===== src/rtl/mips_ctrl_pkg.sv =====
`default_nettype none
// +--------------------------------------------------------------------+
// | mips_ctrl_pkg : opcodes, mux encodings and FSM states for the MCU.  |
// | Macro MCU_BNE_EN enables bne decode.                 Rev 1.0        |
// +--------------------------------------------------------------------+
package mips_ctrl_pkg;

  localparam logic [5:0] OP_RTYPE = 6'b000000;
  localparam logic [5:0] OP_LW    = 6'b100011;
  localparam logic [5:0] OP_SW    = 6'b101011;
  localparam logic [5:0] OP_ADDI  = 6'b001000;
  localparam logic [5:0] OP_BEQ   = 6'b000100;
  localparam logic [5:0] OP_J     = 6'b000010;
  localparam logic [5:0] OP_BNE   = 6'b000101;

  localparam logic [1:0] ALUOP_ADD   = 2'b00;
  localparam logic [1:0] ALUOP_SUB   = 2'b01;
  localparam logic [1:0] ALUOP_FUNCT = 2'b10;

  localparam logic [1:0] SRCB_RT     = 2'b00;
  localparam logic [1:0] SRCB_FOUR   = 2'b01;
  localparam logic [1:0] SRCB_IMM    = 2'b10;
  localparam logic [1:0] SRCB_IMM_SH = 2'b11;

  localparam logic [1:0] PCSRC_ALU    = 2'b00;
  localparam logic [1:0] PCSRC_ALUOUT = 2'b01;
  localparam logic [1:0] PCSRC_JUMP   = 2'b10;

`ifdef MCU_BNE_EN
  localparam bit BNE_EN = 1'b1;
`else
  localparam bit BNE_EN = 1'b0;
`endif

  typedef logic [3:0] state_t;

  localparam state_t S_IDLE     = 4'd0;
  localparam state_t S_FETCH    = 4'd1;
  localparam state_t S_DECODE   = 4'd2;
  localparam state_t S_MEMADR   = 4'd3;
  localparam state_t S_MEMREAD  = 4'd4;
  localparam state_t S_MEMWB    = 4'd5;
  localparam state_t S_MEMWRITE = 4'd6;
  localparam state_t S_EXECUTE  = 4'd7;
  localparam state_t S_ALUWB    = 4'd8;
  localparam state_t S_ADDIEX   = 4'd9;
  localparam state_t S_ADDIWB   = 4'd10;
  localparam state_t S_BRANCH   = 4'd11;
  localparam state_t S_JUMP     = 4'd12;

  // Successor of DECODE; S_FETCH doubles as the "unsupported opcode" result.
  function automatic state_t decode_target(input logic [5:0] op);
    case (op)
      OP_RTYPE:     return S_EXECUTE;
      OP_LW, OP_SW: return S_MEMADR;
      OP_ADDI:      return S_ADDIEX;
      OP_BEQ:       return S_BRANCH;
      OP_J:         return S_JUMP;
      OP_BNE:       return BNE_EN ? S_BRANCH : S_FETCH;
      default:      return S_FETCH;
    endcase
  endfunction

endpackage
`default_nettype wire


===== src/rtl/multicycle_control_unit_if.sv =====
`default_nettype none
// +--------------------------------------------------------------------+
// | multicycle_control_unit_if : opcode/handshake in, datapath controls |
// | out. BranchNe exists only with MCU_BNE_EN.           Rev 1.0        |
// +--------------------------------------------------------------------+
interface multicycle_control_unit_if #(
  parameter int OPCODE_W = 6
);
  logic [OPCODE_W-1:0] opcode;
  logic                mem_ready;
  logic                PCWrite;
  logic                Branch;
  logic                IorD;
  logic                MemRead;
  logic                MemWrite;
  logic                IRWrite;
  logic                RegDst;
  logic                MemtoReg;
  logic                RegWrite;
  logic                ALUSrcA;
  logic [1:0]          ALUSrcB;
  logic [1:0]          ALUOp;
  logic [1:0]          PCSrc;
  logic                illegal_op;
  logic                mem_err;
  logic [3:0]          state_o;
`ifdef MCU_BNE_EN
  logic                BranchNe;
`endif

  modport master (
    input  opcode, mem_ready,
    output PCWrite, Branch, IorD, MemRead, MemWrite, IRWrite, RegDst,
           MemtoReg, RegWrite, ALUSrcA, ALUSrcB, ALUOp, PCSrc,
           illegal_op, mem_err, state_o
`ifdef MCU_BNE_EN
           , BranchNe
`endif
  );

  modport slave (
    output opcode, mem_ready,
    input  PCWrite, Branch, IorD, MemRead, MemWrite, IRWrite, RegDst,
           MemtoReg, RegWrite, ALUSrcA, ALUSrcB, ALUOp, PCSrc,
           illegal_op, mem_err, state_o
`ifdef MCU_BNE_EN
           , BranchNe
`endif
  );
endinterface
`default_nettype wire


===== src/rtl/mcu_wait_timer.sv =====
`default_nettype none
// +--------------------------------------------------------------------+
// | mcu_wait_timer : counts stalled cycles, flags timeout at WAIT_MAX.  |
// |                                                      Rev 1.0        |
// +--------------------------------------------------------------------+
module mcu_wait_timer #(
  parameter int WAIT_MAX = 15,
  parameter int CNT_W    = $clog2(WAIT_MAX + 1)
) (
  input  logic clk,
  input  logic rst_n,
  input  logic waiting,
  input  logic mem_ready,
  input  logic restart,
  output logic timeout
);
  localparam logic [CNT_W-1:0] LAST = CNT_W'(WAIT_MAX - 1);

  logic [CNT_W-1:0] cnt_q, cnt_d;

  assign timeout = waiting && !mem_ready && (cnt_q == LAST);

  always_comb begin
    cnt_d = cnt_q;
    if (restart)
      cnt_d = '0;
    else if (waiting && !mem_ready)
      cnt_d = cnt_q + 1'b1;
  end

  always_ff @(posedge clk) begin
    if (!rst_n)
      cnt_q <= '0;
    else
      cnt_q <= cnt_d;
  end
endmodule
`default_nettype wire


===== src/rtl/multicycle_control_unit.sv =====
`default_nettype none
// +--------------------------------------------------------------------+
// | multicycle_control_unit : Moore FSM sequencing the MIPS multicycle  |
// | datapath; MCU_BNE_EN adds bne/BranchNe.              Rev 1.0        |
// +--------------------------------------------------------------------+
module multicycle_control_unit
  import mips_ctrl_pkg::*;
#(
  parameter int OPCODE_W = 6,
  parameter int WAIT_MAX = 15,
  parameter int CNT_W    = $clog2(WAIT_MAX + 1)
) (
  input  logic                      clk,
  input  logic                      rst_n,
  multicycle_control_unit_if.master bus
);
  state_t              state_q, state_d;
  logic                mem_err_q, mem_err_d;
  logic                waiting, timeout, restart;
  logic [OPCODE_W-1:0] op;

  assign op      = bus.opcode;
  assign waiting = (state_q == S_FETCH) || (state_q == S_MEMREAD) || (state_q == S_MEMWRITE);
  // A FETCH timeout keeps the state, so the counter must also restart on abort.
  assign restart = (state_d != state_q) || timeout;

  mcu_wait_timer #(
    .WAIT_MAX (WAIT_MAX),
    .CNT_W    (CNT_W)
  ) u_wait_timer (
    .clk       (clk),
    .rst_n     (rst_n),
    .waiting   (waiting),
    .mem_ready (bus.mem_ready),
    .restart   (restart),
    .timeout   (timeout)
  );

  always_ff @(posedge clk) begin
    if (!rst_n) begin
      state_q   <= S_IDLE;
      mem_err_q <= 1'b0;
    end else begin
      state_q   <= state_d;
      mem_err_q <= mem_err_d;
    end
  end

  always_comb begin
    state_d   = state_q;
    mem_err_d = timeout;
    case (state_q)
      S_IDLE:     state_d = S_FETCH;
      S_FETCH:    state_d = bus.mem_ready ? S_DECODE : S_FETCH;
      S_DECODE:   state_d = decode_target(op);
      S_MEMADR:   state_d = (op == OP_SW) ? S_MEMWRITE : S_MEMREAD;
      S_MEMREAD:  state_d = bus.mem_ready ? S_MEMWB : (timeout ? S_FETCH : S_MEMREAD);
      S_MEMWB:    state_d = S_FETCH;
      S_MEMWRITE: state_d = (bus.mem_ready || timeout) ? S_FETCH : S_MEMWRITE;
      S_EXECUTE:  state_d = S_ALUWB;
      S_ALUWB:    state_d = S_FETCH;
      S_ADDIEX:   state_d = S_ADDIWB;
      S_ADDIWB:   state_d = S_FETCH;
      S_BRANCH:   state_d = S_FETCH;
      S_JUMP:     state_d = S_FETCH;
      default:    state_d = S_IDLE;
    endcase
  end

  assign bus.state_o = state_q;
  assign bus.mem_err = mem_err_q;

  always_comb begin
    bus.PCWrite    = 1'b0;
    bus.Branch     = 1'b0;
    bus.IorD       = 1'b0;
    bus.MemRead    = 1'b0;
    bus.MemWrite   = 1'b0;
    bus.IRWrite    = 1'b0;
    bus.RegDst     = 1'b0;
    bus.MemtoReg   = 1'b0;
    bus.RegWrite   = 1'b0;
    bus.ALUSrcA    = 1'b0;
    bus.ALUSrcB    = SRCB_RT;
    bus.ALUOp      = ALUOP_ADD;
    bus.PCSrc      = PCSRC_ALU;
    bus.illegal_op = 1'b0;
`ifdef MCU_BNE_EN
    bus.BranchNe   = 1'b0;
`endif
    case (state_q)
      S_FETCH: begin
        bus.MemRead = 1'b1;
        bus.ALUSrcB = SRCB_FOUR;
        bus.IRWrite = bus.mem_ready;
        bus.PCWrite = bus.mem_ready;
      end
      S_DECODE: begin
        bus.ALUSrcB    = SRCB_IMM_SH;
        bus.illegal_op = (decode_target(op) == S_FETCH);
      end
      S_MEMADR, S_ADDIEX: begin
        bus.ALUSrcA = 1'b1;
        bus.ALUSrcB = SRCB_IMM;
      end
      S_MEMREAD: begin
        bus.IorD    = 1'b1;
        bus.MemRead = 1'b1;
      end
      S_MEMWB: begin
        bus.MemtoReg = 1'b1;
        bus.RegWrite = 1'b1;
      end
      S_MEMWRITE: begin
        bus.IorD     = 1'b1;
        bus.MemWrite = 1'b1;
      end
      S_EXECUTE: begin
        bus.ALUSrcA = 1'b1;
        bus.ALUOp   = ALUOP_FUNCT;
      end
      S_ALUWB: begin
        bus.RegDst   = 1'b1;
        bus.RegWrite = 1'b1;
      end
      S_ADDIWB: bus.RegWrite = 1'b1;
      S_BRANCH: begin
        bus.ALUSrcA = 1'b1;
        bus.ALUOp   = ALUOP_SUB;
        bus.PCSrc   = PCSRC_ALUOUT;
`ifdef MCU_BNE_EN
        bus.Branch   = (op == OP_BEQ);
        bus.BranchNe = (op == OP_BNE);
`else
        bus.Branch   = 1'b1;
`endif
      end
      S_JUMP: begin
        bus.PCSrc   = PCSRC_JUMP;
        bus.PCWrite = 1'b1;
      end
      default: ;
    endcase
  end
endmodule
`default_nettype wire


===== src/flat_wrapper.sv =====
// flat-port wrapper written by rule: the top's interface ports become plain ports
module multicycle_control_unit_flat import mips_ctrl_pkg::*;
#(
  parameter int OPCODE_W = 6,
  parameter int WAIT_MAX = 15,
  parameter int CNT_W    = $clog2(WAIT_MAX + 1)
)
  (clk, rst_n, bus_opcode, bus_mem_ready, bus_PCWrite, bus_Branch, bus_IorD, bus_MemRead, bus_MemWrite, bus_IRWrite, bus_RegDst, bus_MemtoReg, bus_RegWrite, bus_ALUSrcA, bus_ALUSrcB, bus_ALUOp, bus_PCSrc, bus_illegal_op, bus_mem_err, bus_state_o);
  multicycle_control_unit_if #(.OPCODE_W(OPCODE_W)) bus_i ();
  input  logic clk;
  input  logic rst_n;
  input wire logic [$bits(bus_i.opcode)-1:0] bus_opcode;
  input wire logic [$bits(bus_i.mem_ready)-1:0] bus_mem_ready;
  output wire logic [$bits(bus_i.PCWrite)-1:0] bus_PCWrite;
  output wire logic [$bits(bus_i.Branch)-1:0] bus_Branch;
  output wire logic [$bits(bus_i.IorD)-1:0] bus_IorD;
  output wire logic [$bits(bus_i.MemRead)-1:0] bus_MemRead;
  output wire logic [$bits(bus_i.MemWrite)-1:0] bus_MemWrite;
  output wire logic [$bits(bus_i.IRWrite)-1:0] bus_IRWrite;
  output wire logic [$bits(bus_i.RegDst)-1:0] bus_RegDst;
  output wire logic [$bits(bus_i.MemtoReg)-1:0] bus_MemtoReg;
  output wire logic [$bits(bus_i.RegWrite)-1:0] bus_RegWrite;
  output wire logic [$bits(bus_i.ALUSrcA)-1:0] bus_ALUSrcA;
  output wire logic [$bits(bus_i.ALUSrcB)-1:0] bus_ALUSrcB;
  output wire logic [$bits(bus_i.ALUOp)-1:0] bus_ALUOp;
  output wire logic [$bits(bus_i.PCSrc)-1:0] bus_PCSrc;
  output wire logic [$bits(bus_i.illegal_op)-1:0] bus_illegal_op;
  output wire logic [$bits(bus_i.mem_err)-1:0] bus_mem_err;
  output wire logic [$bits(bus_i.state_o)-1:0] bus_state_o;
  assign bus_i.opcode = bus_opcode;
  assign bus_i.mem_ready = bus_mem_ready;
  assign bus_PCWrite = bus_i.PCWrite;
  assign bus_Branch = bus_i.Branch;
  assign bus_IorD = bus_i.IorD;
  assign bus_MemRead = bus_i.MemRead;
  assign bus_MemWrite = bus_i.MemWrite;
  assign bus_IRWrite = bus_i.IRWrite;
  assign bus_RegDst = bus_i.RegDst;
  assign bus_MemtoReg = bus_i.MemtoReg;
  assign bus_RegWrite = bus_i.RegWrite;
  assign bus_ALUSrcA = bus_i.ALUSrcA;
  assign bus_ALUSrcB = bus_i.ALUSrcB;
  assign bus_ALUOp = bus_i.ALUOp;
  assign bus_PCSrc = bus_i.PCSrc;
  assign bus_illegal_op = bus_i.illegal_op;
  assign bus_mem_err = bus_i.mem_err;
  assign bus_state_o = bus_i.state_o;
  multicycle_control_unit #(.OPCODE_W(OPCODE_W), .WAIT_MAX(WAIT_MAX), .CNT_W(CNT_W)) u_core (.clk(clk), .rst_n(rst_n), .bus(bus_i));
endmodule

===== config.mk =====
export PLATFORM = sky130hd
export DESIGN_NAME = multicycle_control_unit_flat
export DESIGN_NICKNAME = d
export VERILOG_FILES = /design/src/rtl/mips_ctrl_pkg.sv /design/src/rtl/multicycle_control_unit_if.sv /design/src/rtl/mcu_wait_timer.sv /design/src/rtl/multicycle_control_unit.sv /design/src/flat_wrapper.sv
export SDC_FILE = /design/constraint.sdc
export NUM_CORES = 1
export LEC_CHECK = 0
export CAP_MARGIN = 10
export CORE_MARGIN = 3
export CORE_UTILIZATION = 31
export DETAILED_ROUTE_END_ITERATION = 8
export PLACE_DENSITY_LB_ADDON = 0.05
export REMOVE_ABC_BUFFERS = 1
export SYNTH_ARGS = -nofsm -noshare
export SYNTH_HDL_FRONTEND = slang
export SYNTH_HIERARCHICAL = 1
export SYNTH_SLANG_ARGS = --single-unit

===== constraint.sdc =====
create_clock -name clk -period 2.2 [get_ports clk]
set_input_delay 0.44 -clock clk [delete_from_list [all_inputs] [get_ports clk]]
set_output_delay 0.44 -clock clk [all_outputs]
set_load 0.01 [all_outputs]

Word-level counts from Yosys, hierarchy flattened

Index checks and enable logic that the tools add are counted.

Input port bits: 9
Word-level logic and storage cells: 64
Output and inout bits: 22
Bits in registers: 9

Equal/unequal tests: 20
$add $sub $neg: 1
Reduce and logical (&&, ||, !) cells: 17
Bitwise operators: 1
Multiplexer cells: 22

Operator list:

| cell                                                                   | number |
|---|---|
| 4-bit one-hot mux with 8 select lines                                  | 1 |
| 4-bit equality test (second input constant)                            | 6 |
| 4-bit one-hot mux with 5 select lines                                  | 1 |
| 4-bit by 3-bit equality test with 1-bit output (second input constant) | 4 |
| 6-bit equality test (second input constant)                            | 2 |
| 1-bit 2-to-1 mux                                                       | 10 |
| 2-bit OR reduction                                                     | 5 |
| 4-bit by 1-bit equality test with 1-bit output (second input constant) | 2 |
| 4-bit by 2-bit equality test with 1-bit output (second input constant) | 2 |
| 4-bit 2-to-1 mux                                                       | 2 |
| 2-bit one-hot mux with 2 select lines                                  | 2 |
| 6-bit by 2-bit equality test with 1-bit output (second input constant) | 1 |
| 6-bit by 3-bit equality test with 1-bit output (second input constant) | 1 |
| 6-bit by 4-bit equality test with 1-bit output (second input constant) | 1 |
| 6-bit logical NOT                                                      | 1 |
| 3-bit 2-to-1 mux                                                       | 2 |
| 2-bit one-hot mux with 3 select lines                                  | 1 |
| 6-bit OR reduction                                                     | 1 |
| 4-bit by 1-bit adder with 4-bit output (second input constant)         | 1 |
| 4-bit logical NOT                                                      | 1 |
| 1-bit logical OR                                                       | 4 |
| 2-bit 2-to-1 mux                                                       | 2 |
| 4-bit inequality test                                                  | 1 |
| 4-bit OR reduction                                                     | 1 |
| other kinds (5)                                                        | 6 |

Logic depth before layout (Yosys ltp)

Depth in word-level cells: 11
Depth in mapped cells: 12
Depth with buffers taken out: 11

Hierarchy

Netlist, hierarchy kept.

Modules (own cells, without submodules):

| module                  | instances | area an instance (um^2) | cells an instance | seq. area each (um^2) |
|---|---|---|---|---|
| multicycle_control_unit | 1         | 606.8                   | 94                | 100.1 |
| mcu_wait_timer          | 1         | 203.9                   | 23                | 80.1 |

Worst setup path before layout

No wires, ideal clock.

Path kind: flip-flop to flip-flop
From: reg u_core.state_q[0], in the netlist u_core/bus.state_o[0]
To: reg u_core.u_wait_timer.cnt_q[1]
Clock period less this slack: 2.472 ns
Setup time: 0.086 ns
Data required time: 2.114 ns
Arrival time: 2.386 ns
Cell stages (with the launch flop): 12
Path slack: -0.272 ns
Buffers on the path: 1
Cells stage by stage: dfxtp_1 clkbuf_1 nand2b_1 a21oi_1 nand3b_1 nor2_1 or2_2 o32ai_1 o211a_1 o2111ai_1 nand2b_1 a211oi_1

Word-level cells in the longest chain between the ends: 11
Elaborated cells between the ends (all ways): 26
Classes of those cells: 13 x eq/ne; 4 x mux; 9 x reduce/logical

Ends and longest elaborated chain:

| item                                                                                                             | line                                                         | source |
|---|---|---|
| from (decl)                                                                                                      | multicycle_control_unit.sv:17                                | `state_t state_q, state_d;` |
| from (signal assigned)                                                                                           | multicycle_control_unit.sv:44                                | `state_q <= state_d;` |
| 4-bit by 1-bit equality test with 1-bit output or 4-bit by 3-bit equality test with 1-bit output (tied branches) | multicycle_control_unit.sv:23                                | `assign waiting = (state_q == S_FETCH) \|\| (state_q == S_MEMREAD) \|\| (state_q == S_MEMWRITE);` |
| 1-bit logical OR                                                                                                 | multicycle_control_unit.sv:23                                |  |
| 1-bit logical OR (*)                                                                                             | multicycle_control_unit.sv:23                                |  |
| net u_core.waiting                                                                                               | multicycle_control_unit.sv:19                                | `logic waiting, timeout, restart;` |
| 1-bit logical AND (*) (2 in a row)                                                                               | mcu_wait_timer.sv:21                                         | `assign timeout = waiting && !mem_ready && (cnt_q == LAST);` |
| net u_core.mem_err_d                                                                                             | multicycle_control_unit.sv:18                                | `logic mem_err_q, mem_err_d;` |
| 3-bit 2-to-1 mux or 1-bit logical OR (tied branches)                                                             | multicycle_control_unit.sv:57, multicycle_control_unit.sv:59 |  |
| 4-bit 2-to-1 mux or 3-bit 2-to-1 mux (tied branches)                                                             | multicycle_control_unit.sv:57, multicycle_control_unit.sv:59 |  |
| 4-bit one-hot mux with 8 select lines                                                                            | multicycle_control_unit.sv:52                                | `case (state_q)` |
| 4-bit inequality test                                                                                            | multicycle_control_unit.sv:25                                | `assign restart = (state_d != state_q) \|\| timeout;` |
| 1-bit logical OR (*)                                                                                             | multicycle_control_unit.sv:25                                |  |
| net u_core.restart                                                                                               | multicycle_control_unit.sv:19                                |  |
| 2-bit OR reduction (no line) (*)                                                                                 | n/a                                                          |  |
| to (signal assigned)                                                                                             | mcu_wait_timer.sv:35                                         | `cnt_q <= cnt_d;` |
| to (decl)                                                                                                        | mcu_wait_timer.sv:19                                         | `logic [CNT_W-1:0] cnt_q, cnt_d;` |

Mark *: on every way through the listed nets, which the timed path passes. The rest lies on a longest branch.
A chain may end at the register's enable or synchronous reset.

Worst setup path in the final report

From: in bus_mem_ready
To: reg u_core.u_wait_timer.cnt_q[0]

Word-level cells in the longest chain between the ends: 9
Elaborated cells between the ends (all ways): 12
Classes of those cells: 1 x eq/ne; 5 x mux; 6 x reduce/logical

Ends and longest elaborated chain:

| item                                                 | line                                                         | source |
|---|---|---|
| from (decl)                                          | flat_wrapper.sv:13                                           | `input wire logic [$bits(bus_i.mem_ready)-1:0] bus_mem_ready;` |
| 1-bit logical NOT (*)                                | mcu_wait_timer.sv:21                                         |  |
| 1-bit logical AND (*) (2 in a row)                   | mcu_wait_timer.sv:21                                         |  |
| net u_core.mem_err_d                                 | multicycle_control_unit.sv:18                                |  |
| 3-bit 2-to-1 mux or 1-bit logical OR (tied branches) | multicycle_control_unit.sv:57, multicycle_control_unit.sv:59 |  |
| 4-bit 2-to-1 mux or 3-bit 2-to-1 mux (tied branches) | multicycle_control_unit.sv:57, multicycle_control_unit.sv:59 |  |
| 4-bit one-hot mux with 8 select lines                | multicycle_control_unit.sv:52                                |  |
| 4-bit inequality test                                | multicycle_control_unit.sv:25                                |  |
| 1-bit logical OR (*)                                 | multicycle_control_unit.sv:25                                |  |
| net u_core.restart                                   | multicycle_control_unit.sv:19                                |  |
| 2-bit OR reduction (no line) (*)                     | n/a                                                          |  |

Marked as above.

==> flow_metrics.py <==
metrics = {
    "floorplan": {
        "coreArea_mm2": 0.00234,
        "floorplan.initialDensity_pct": 34.7,
        "die-area_mm2": 0.00326,
        "ioPinCount": 31,
        "rows": 17,
        "die_h_um": 57.1,
        "die_w_um": 57.1,
    },
    "finish": {
        "diodes": 0,
        "final_common_cell": "buf_4",
        "synthToLayoutAreaGrowth_pct": 75.9,
        "final_cell_mix": "buf_4 (27), clkdlybuf4s50_1 (24), nor2_1 (15)",
        "regArea_um2": 185,
        "final_cell_count_no_fill": 202,
        "fillers": 230,
        "nets": 186,
        "multiInputGateArea_um2": 643,
        "layout-drive-gt1-share_pct": 32.8,
        "fin_area_mm2": 0.00143,
    },
    "sta": {
        "finalHoldViolCount": 0,
        "setup_viol": 1,
        "fmax_mhz": 453,
        "tightest_slew_ns": 0.389,
        "slew_headroom_pct": 73.9,
        "fin_crit_ns": 2.21,
        "slew_violations": 0,
        "skew_ns": 0.00622,
        "holdWs_ns": 0.489,
        "post-route-period-util_pct": 100,
        "rsz0062_at_grt": "yes",
        "fin_ws_ns": -0.00712,
    },
    "synth": {
        "synth_area_um2": 811,
        "ys_types": 40,
        "synth-warning-count": 6,
        "synth_cells": 117,
        "avgSynthCellArea_um2": 6.93,
        "synth_edf_count": 0,
        "async_flop_share_pct": 0,
        "ys_seq_area_share_pct": 22.2,
        "synth_seq_cells": 9,
        "synthFlopType": "dfxtp_1",
    },
    "cts": {
        "clock-sinks": 9,
        "root_buffer": "clkbuf_4",
        "clk_path_buf_depth": 2,
        "clk_pin_slew_ns": 0.06,
        "cts_tree": "yes",
        "numCtsBuffers": 3,
        "insertion_delay_ns": 0.27,
        "htree_levels": 1,
        "hold_buffers": 0,
    },
    "routing": {
        "vias": 1097,
        "ant_nets": 0,
        "first_pass_iters": 4,
        "drt-total-wl_um": 2820,
        "drtIter0Drc": 39,
        "remaining_drc_errors": 0,
        "vias_per_cell": 5.43,
        "wl_per_cell_um": 13.9,
    },
    "placement": {
        "dp_cells": 195,
        "dp_hpwl_um": 2090,
        "place_congestion": 0.933,
        "place_worst_setup_slack_ns": -0.346,
        "placed_area_mm2": 0.00131,
        "port_buffers": 30,
    },
    "power": {
        "irDropWorstVdd_v": 0.000400,
        "report.power.total_mw": 0.506,
        "cellPowerDensity_mw_per_mm2": 355,
        "p_leak_nw": 0.598,
    },
    "worst_hold_path": {
        "min_path_type": "reg -> reg",
    },
    "critical_path": {
        "crit_path_end_kind": "flip-flop",
        "cp.required_ns": 2.36,
        "path_class": "in -> reg",
        "cp-start-kind": "input pin",
        "cp_max_fo": 4,
        "arrival_ns": 2.37,
    },
    "grt": {
        "grt_usage_pct": 17.3,
        "grt_max_degree": 16,
        "grt.overflow.total": 0,
        "grt_antenna_before_repair": 0,
        "grt_pass1_wl_um": 4530,
        "grt_pass1_vias": 992,
    },
    "status": {
        "violations": "setup timing",
        "outcome": "finished, violations left",
    },
    "job": {
        "drv_cap": 0,
    },
}
-- power by group --
group,switching [mW],total (mW),internal [mW],leakage (nW)
combinational,0.0920,0.202,0.110,0.508
clock,0.0606,0.131,0.0701,0.0150
sequential,0.00509,0.173,0.168,0.0746
-- worst max-delay path, cell delays in order --
cell             delay, ns
clkdlybuf4s50_1       0.48
nand3b_1              0.15
nor2_2                0.05
or2_2                 0.30
o32ai_2               0.29
buf_4                 0.18
nor4_2                0.04
o2111ai_1             0.18
nand2b_4              0.18
nor2_1                0.06
-- through the flow --
step	utilization (%)	TNS, ns
floorplan	-	-1.08
global placement	56.1	-1.66
detailed placement	56.1	-1.93
CTS	59.0	0
global route	61.0	-0.331
finish	61.0	-0.00712
-- metal layers --
metal | global-route usage [%] | routed length, um | up-vias
met3 | 4.98 | 228 | 6
li1 | - | - | 538
met5 | 0 | 0 | -
met4 | 4.97 | 43 | 0
met2 | 28.1 | 1370 | 49
met1 | 22.3 | 1170 | 504
-- cell usage after synthesis (2+ instances only) --
cell	instances	area [um^2]
o21ai_0	7	35.0
nand3_1	2	10.0
a21boi_0	2	15.0
a31o_2	2	17.5
nand3b_1	2	15.0
or3_1	3	18.8
o32a_1	2	20.0
inv_1	4	15.0
ha_1	2	25.0
xor2_1	2	17.5
dfxtp_1	9	180
nor2_1	18	67.6
nor4_1	2	12.5
a21oi_1	10	50.1
xnor2_1	2	17.5
nor3_1	7	35.0
or2_2	3	18.8
nand2_1	8	30.0
nand2b_1	5	31.3
and2_1	2	12.5
clkbuf_1	4	15.0
-- sequential cells by signal (all words and copies together), names as in the netlist --
name / count
u_core/bus.state_o: 4
u_core/u_wait_timer/cnt_q: 4
u_core/bus.mem_err: 1
-- final cells by class --
| cell class | count | share of cell area [%] |
|---|---|---|
| multi-input cells | 98 | 45.1 |
| inverters | 4 | 1.32 |
| flip-flops and latches | 9 | 13.0 |
| clock buffers | 4 | 1.84 |
| repair buffers | 59 | 36.3 |
| well taps | 28 | 2.46 |
-- kinds of logic (layout without fill, tap and decap cells) --
group | after synthesis | count (layout) | share of synthesized area [%]
AOI/OAI and AO/OA | 32 | 32 | 26.4
adders and majority gates | 2 | 2 | 3.09
xor gates and xnor gates | 4 | 4 | 4.32
buffers and inverters | 10 | 67 | 5.25
DFF | 9 | 9 | 22.2
and+or+nand+nor | 60 | 60 | 38.7
-- what timing repair did --
| action | in CTS | in global routing |
|---|---|---|
| endpoints found under the hold margin | 0 | 0 |
| setup endpoints to repair | 12 | 11 |
| setup buffers | 1 | 2 |
| pin swaps | 2 | 4 |
| gates resized for setup | 19 | 12 |
-- worst paths after layout --
check | from | endpoint | slack, ns | cells past startpoint
setup / recovery | bus_mem_ready | u_core/u_wait_timer/cnt_q[0] | -0.007 | 10
hold / removal | u_core/bus.state_o[3] | u_core/bus.state_o[2] | 0.49 | 1
setup reg to reg | u_core/bus.state_o[0] | u_core/u_wait_timer/cnt_q[0] | 0.05 | 12
hold reg to reg | u_core/bus.state_o[3] | u_core/bus.state_o[2] | 0.49 | 1
Power figures use the tool's default switching activity.
